### config.mk
export PLATFORM = sky130hd
export DESIGN_NAME = snoop_arbiter
export DESIGN_NICKNAME = d
export VERILOG_FILES = /design/src/rtl/snoop_arb_pkg.sv /design/src/rtl/rr_picker.sv /design/src/rtl/snoop_arbiter.sv
export SDC_FILE = /design/constraint.sdc
export NUM_CORES = 1
export LEC_CHECK = 0
export CORE_AREA = 5 5 166 168
export DETAILED_ROUTE_END_ITERATION = 16
export DIE_AREA = 0 0 171 173
export PLACE_DENSITY = 0.62
export REMOVE_ABC_BUFFERS = 1
export SLEW_MARGIN = 30
export SYNTH_ARGS = -nofsm -noshare
export SYNTH_HDL_FRONTEND = slang
export SYNTH_HIERARCHICAL = 1
export SYNTH_SLANG_ARGS = --single-unit
### constraint.sdc
create_clock -name clk -period 2.5 [get_ports clk]
set_input_delay 0.5 -clock clk [delete_from_list [all_inputs] [get_ports clk]]
set_output_delay 0.5 -clock clk [all_outputs]
set_load 0.02 [all_outputs]
### src/rtl/snoop_arb_pkg.sv
// snoop_arb_pkg: shared FSM encoding, select-width helper and drop-counter saturation constant
package snoop_arb_pkg;

    typedef enum logic [1:0] {
        IDLE  = 2'd0,
        OFFER = 2'd1,
        BUSY  = 2'd2
    } state_t;

    // Width of an agent index for n agents (never below 1 bit).
    function automatic int sel_width(input int n);
        return (n > 1) ? $clog2(n) : 1;
    endfunction

    // Drop counters up to this width saturate against a slice of DROP_SAT.
    localparam int DROP_SAT_MAX_WIDTH = 64;
    localparam logic [DROP_SAT_MAX_WIDTH-1:0] DROP_SAT = '1;

endpackage

### src/rtl/rr_picker.sv
// rr_picker: combinational round-robin, first set request searching upward from last+1 (mod N)
//   req   in  N  request vector
//   last  in  W  most recently served index
//   valid out 1  any request set
//   idx   out W  chosen index
module rr_picker #(
    parameter int N = 4,
    parameter int W = 2
) (
    input  logic [N-1:0] req,
    input  logic [W-1:0] last,
    output logic         valid,
    output logic [W-1:0] idx
);

    // Scan from the farthest candidate down so the nearest one after last wins.
    always_comb begin
        valid = 1'b0;
        idx   = '0;
        for (int i = N; i >= 1; i--) begin
            if (req[(int'(last) + i) % N]) begin
                valid = 1'b1;
                idx   = W'((int'(last) + i) % N);
            end
        end
    end

endmodule

### src/rtl/snoop_arbiter.sv
// snoop_arbiter: shares one packet snooper among N_SN buffer agents, round-robin, one packet per grant
//   clk, rst (async, active-low)
//   snooper side : sn_addr, sn_wr_data, sn_wr_en, sn_byte_inc, sn_done, rdy_for_sn, rdy_for_sn_ack,
//                  packet_dropped_inc
//   agent side   : ag_rdy_for_sn, ag_rdy_for_sn_ack, ag_addr, ag_wr_data, ag_wr_en, ag_byte_inc, ag_sn_done
//   status       : sel (granted agent), drop_count (saturating)
module snoop_arbiter
    import snoop_arb_pkg::*;
#(
    parameter int N_SN              = 4,
    parameter int SN_FWD_DATA_WIDTH = 64,
    parameter int SN_FWD_ADDR_WIDTH = 9,
    parameter int SN_INC_WIDTH      = 3,
    parameter int DROP_CNT_WIDTH    = 32,
    localparam int SEL_WIDTH        = sel_width(N_SN)
) (
    input  logic                                clk,
    input  logic                                rst,
    input  logic [SN_FWD_ADDR_WIDTH-1:0]        sn_addr,
    input  logic [SN_FWD_DATA_WIDTH-1:0]        sn_wr_data,
    input  logic                                sn_wr_en,
    input  logic [SN_INC_WIDTH-1:0]             sn_byte_inc,
    input  logic                                sn_done,
    output logic                                rdy_for_sn,
    input  logic                                rdy_for_sn_ack,
    input  logic                                packet_dropped_inc,
    input  logic [N_SN-1:0]                     ag_rdy_for_sn,
    output logic [N_SN-1:0]                     ag_rdy_for_sn_ack,
    output logic [N_SN*SN_FWD_ADDR_WIDTH-1:0]   ag_addr,
    output logic [N_SN*SN_FWD_DATA_WIDTH-1:0]   ag_wr_data,
    output logic [N_SN-1:0]                     ag_wr_en,
    output logic [N_SN*SN_INC_WIDTH-1:0]        ag_byte_inc,
    output logic [N_SN-1:0]                     ag_sn_done,
    output logic [SEL_WIDTH-1:0]                sel,
    output logic [DROP_CNT_WIDTH-1:0]           drop_count
);

    state_t                    state_q, state_d;
    logic [SEL_WIDTH-1:0]      sel_q, sel_d;
    logic [SEL_WIDTH-1:0]      last_q, last_d;
    logic [DROP_CNT_WIDTH-1:0] drop_count_q, drop_count_d;
    logic                      pick_valid;
    logic [SEL_WIDTH-1:0]      pick_idx;
    logic                      busy;

    rr_picker #(.N(N_SN), .W(SEL_WIDTH)) u_pick (
        .req   (ag_rdy_for_sn),
        .last  (last_q),
        .valid (pick_valid),
        .idx   (pick_idx)
    );

    always_comb begin
        state_d           = state_q;
        sel_d             = sel_q;
        last_d            = last_q;
        rdy_for_sn        = 1'b0;
        ag_rdy_for_sn_ack = '0;
        ag_wr_en          = '0;
        ag_sn_done        = '0;
        case (state_q)
            IDLE: begin
                if (pick_valid) begin
                    sel_d   = pick_idx;
                    state_d = OFFER;
                end
            end
            OFFER: begin
                // sn_done arriving with the ack belongs to no packet and is dropped.
                rdy_for_sn = 1'b1;
                if (rdy_for_sn_ack) begin
                    ag_rdy_for_sn_ack[sel_q] = 1'b1;
                    last_d                   = sel_q;
                    state_d                  = BUSY;
                end
            end
            BUSY: begin
                ag_wr_en[sel_q] = sn_wr_en;
                if (sn_done) begin
                    ag_sn_done[sel_q] = 1'b1;
                    state_d           = IDLE;
                end
            end
            default: state_d = IDLE;
        endcase
    end

    assign drop_count_d = (packet_dropped_inc && drop_count_q != DROP_SAT[DROP_CNT_WIDTH-1:0])
                          ? drop_count_q + 1'b1 : drop_count_q;

    // Buses are broadcast to every slice while busy; only ag_wr_en qualifies the target.
    assign busy        = (state_q == BUSY);
    assign ag_addr     = busy ? {N_SN{sn_addr}}     : '0;
    assign ag_wr_data  = busy ? {N_SN{sn_wr_data}}  : '0;
    assign ag_byte_inc = busy ? {N_SN{sn_byte_inc}} : '0;
    assign sel         = sel_q;
    assign drop_count  = drop_count_q;

    always_ff @(posedge clk or negedge rst) begin
        if (!rst) begin
            state_q      <= IDLE;
            sel_q        <= '0;
            last_q       <= SEL_WIDTH'(N_SN - 1);
            drop_count_q <= '0;
        end else begin
            state_q      <= state_d;
            sel_q        <= sel_d;
            last_q       <= last_d;
            drop_count_q <= drop_count_d;
        end
    end

endmodule

==> results.yml <==
worst_setup_path:
  path_max_fanout: 22
  path_class: "reg -> out"
  cp_slowest_stage_delay_ns: 0.44
  cp_slowest_cell: "dfrtp_1"
  path_cells: "nor2b_4, buf_4, buf_12, and2_2, dlygate4sd2_1"
  worst_ep_arrival_time_ns: 1.89
  cp.required_ns: 2.00
  critPathLaunchType: "flip-flop"
  crit_path_end_kind: "primary output"
timing:
  finalHoldViolations: 0
  worst_pin_slew_ns: 0.4954
  final-setup-viol-count: 0
  rsz0062_at_grt: "false"
  slew_viol_final: 0
  slew_headroom_pct: 66.97
  tns_ns: 0
  timing.fmax_mhz: 419.0
  fin_crit_ns: 2.387
  clock_skew_ns: 0.003710
  period_share_pct: 95.47
  worst_slack_ns: 0.1133
synthesis:
  synth_seq_cells: 38
  synthMuxAreaShare_pct: 2.063
  synthFlopType: "dfrtp_1"
  syn_inst: 516
  synth_top_family_by_area: "buffers and inverters"
  netlist_area_um2: 4245
  yosys_warnings: 6
  synth_top_area_cell: "buf_4"
  netlist.area_leader.share_pct: 40.32
  synth_seq_area_share_pct: 22.46
  synth_compound_gate_area_share_pct: 4.450
  yosys-top-cells-area: "buf_4 (40%), dfrtp_1 (21%), and2_1 (11%)"
  synth_edf_count: 0
  synthXorXnorAreaFrac_pct: 5.158
  synthAdderAreaFrac_pct: 0.2947
  ys_types: 46
  synth_area_per_cell_um2: 8.227
  async_reset_ff_share_pct: 100.0
  synth-simple-area-share_pct: 23.73
cells_and_area:
  stdcell_area_um2: 7746
  layout-drive-gt1-share_pct: 19.35
  nNetsFinal: 856
  area_delta_synth_final_pct: 82.46
placed_design:
  hpwl_um: 22610
  portBuffers: 436
  gp_routability_congestion: 0.8109
  dp_slack_ns: -0.1150
  placedInstanceArea_um2: 7816
pwr:
  powerDensity_nw_per_um2: 768.2
  leakage_nw: 4.471
  ir_drop_v: 0.0005338
  design_power_total_mw: 5.950
grt:
  grt_pass1_wl_um: 34540
  grt_pass1_vias: 4134
  grt_overflow: 0
  grt_start_max_net_pins: 39
  grtUsageTotal_pct: 16.26
  antenna_found_initial: 20
clocking:
  clkTransAtPathRegs_ns: 0.06
  root_buffer: "clkbuf_16"
  cts_tree: "built"
  htreeDepth: 2
  clock_path_buffers: 2
  clk_latency_ns: 0.28
  cts_buffers: 5
  clkSinkCount: 38
  ctsHoldBuffers: 0
route:
  drtIter0Drc: 180
  vias: 4235
  wirelength_um: 25720
  ant_nets: 0
  via_per_inst: 3.826
  drcViolationCount: 0
  first_pass_iters: 4
  wl_per_cell_um: 23.24
floorplanning:
  core_area_um2: 25760
  initial_core_util_pct: 16.48
  row_count: 59
  dieArea_um2: 29580
  ioPinCount: 437
  die_y_um: 173
  die_w_um: 171
flow_run:
  max_cap_violations: 0
outcome:
  status: "complete, no violations"
hold_path:
  hold_path.class: "in -> async"
==> power by group <==
group / leakage (nW) / switching (mW) / internal [mW]
combinational: 3.88 / 2.45 / 1.75
sequential: 0.500 / 0.182 / 0.729
clock: 0.0940 / 0.267 / 0.574
total: 4.47 / 2.90 / 3.05
==> layout by cell type (no fill, tap or decap), drive strengths merged, types with 2 or more instances in the layout <==
| cell | netlist | final |
|---|---|---|
| xor2 | 11 | 11 |
| or3 | 2 | 2 |
| nand2b | 6 | 6 |
| nor2b | 2 | 2 |
| nand4 | 10 | 10 |
| nor3 | 7 | 7 |
| nor4 | 5 | 5 |
| clkdlybuf4s50 | 0 | 120 |
| buf | 229 | 81 |
| dlygate4sd2 | 0 | 248 |
| diode | 0 | 2 |
| clkbuf | 9 | 20 |
| and2 | 76 | 76 |
| a31oi | 2 | 2 |
| and3 | 8 | 8 |
| nor2 | 23 | 23 |
| dlymetal6s2s | 0 | 10 |
| xnor2 | 14 | 14 |
| nand3 | 12 | 12 |
| dfrtp | 36 | 36 |
| a21oi | 4 | 4 |
| mux2i | 2 | 2 |
| inv | 7 | 7 |
| o21ai | 3 | 3 |
| mux2 | 6 | 6 |
| dfstp | 2 | 2 |
| nand2 | 21 | 21 |
| clkdlybuf4s15 | 0 | 9 |
| o21a | 2 | 2 |
| bufinv | 0 | 2 |
==> flip-flops by register name, summed over array words and instances, names as in the netlist <==
name / cells
drop_count: 32
last_q: 2
sel: 2
state_q: 2
==> logic make-up (layout without fill, tap and decap cells) <==
group                    after synthesis  count (layout)
XOR/XNOR                              25              25
AO/OA/AOI/OAI                         21              21
adder cells (fa/ha/maj)                1               1
flip-flops                            38              38
multiplexers                           8               8
other                                  0               2
buffers and inverters                245             499
AND/OR/NAND/NOR                      178             178
==> timing repair <==
| action | 4_1_cts | 5_1_grt |
|---|---|---|
| gates cloned | 1 | 0 |
| setup buffers | 0 | 3 |
| endpoints found under the setup margin | 258 | 58 |
| resized for setup | 313 | 35 |
==> final cells by class <==
type / count / area [um^2]
diodes: 2 / 5.005
clock buffers: 5 / 125.1
clock inverters: 3 / 68.82
fillers: 2807 / 18020
inverters: 7 / 26.28
multi-input cells: 233 / 1545
flip-flops and latches: 38 / 953.4
well taps: 335 / 419.2
repair buffers: 484 / 4603
==> metal layers <==
| metal | global-route usage [%] | vias up | routed length (um) |
|---|---|---|---|
| li1 | - | 1950 | - |
| met1 | 20.31 | 1973 | 10140 |
| met2 | 26.58 | 252 | 11830 |
| met3 | 7.420 | 36 | 3398 |
| met4 | 1.849 | 24 | 188 |
| met5 | 0 | - | 159 |
==> final timing paths <==
path	from	endpoint	slack, ns	cells after the start
max reg2reg	drop_count[0]	drop_count[25]	0.32	6
min reg2reg	state_q[1]	state_q[0]	0.50	1
min in group clk	state_q[1]	state_q[0]	0.50	1
min	rst	drop_count[1]	0.18	1
max	state_q[0]	ag_wr_data[247]	0.11	5
max in group asynchronous	rst	last_q[0]	1.95	1
==> cells in the mapped netlist (3+ instances only) <==
| library cell | n |
|---|---|
| nor2_1 | 23 |
| xnor2_1 | 14 |
| nand2_1 | 21 |
| inv_1 | 7 |
| nor4_1 | 4 |
| nand3_1 | 10 |
| dfrtp_1 | 36 |
| nand2b_1 | 6 |
| and3_1 | 8 |
| and2_1 | 76 |
| clkbuf_1 | 9 |
| buf_4 | 228 |
| mux2_2 | 6 |
| a21oi_1 | 3 |
| nand4_1 | 10 |
| nor3_1 | 7 |
| xor2_1 | 11 |
==> stage by stage <==
stage	util, %	cells	hold slack [ns]
2_1_floorplan	-	278	0.2044
3_3_place_gp	30.34	1093	0.4710
3_5_place_dp	30.34	1093	0.4889
4_1_cts	30.10	1102	0.3686
5_1_grt	30.06	1106	0.2319
6_report	30.07	1107	0.1826
==> critical path: cells and delay by family (launching register included) <==
kind | cells | cell delay [ns]
DFF | 1 | 0.44
and+or+nand+nor | 2 | 0.49
buffers and inverters | 3 | 0.67
(Power assumes the default switching activity.)
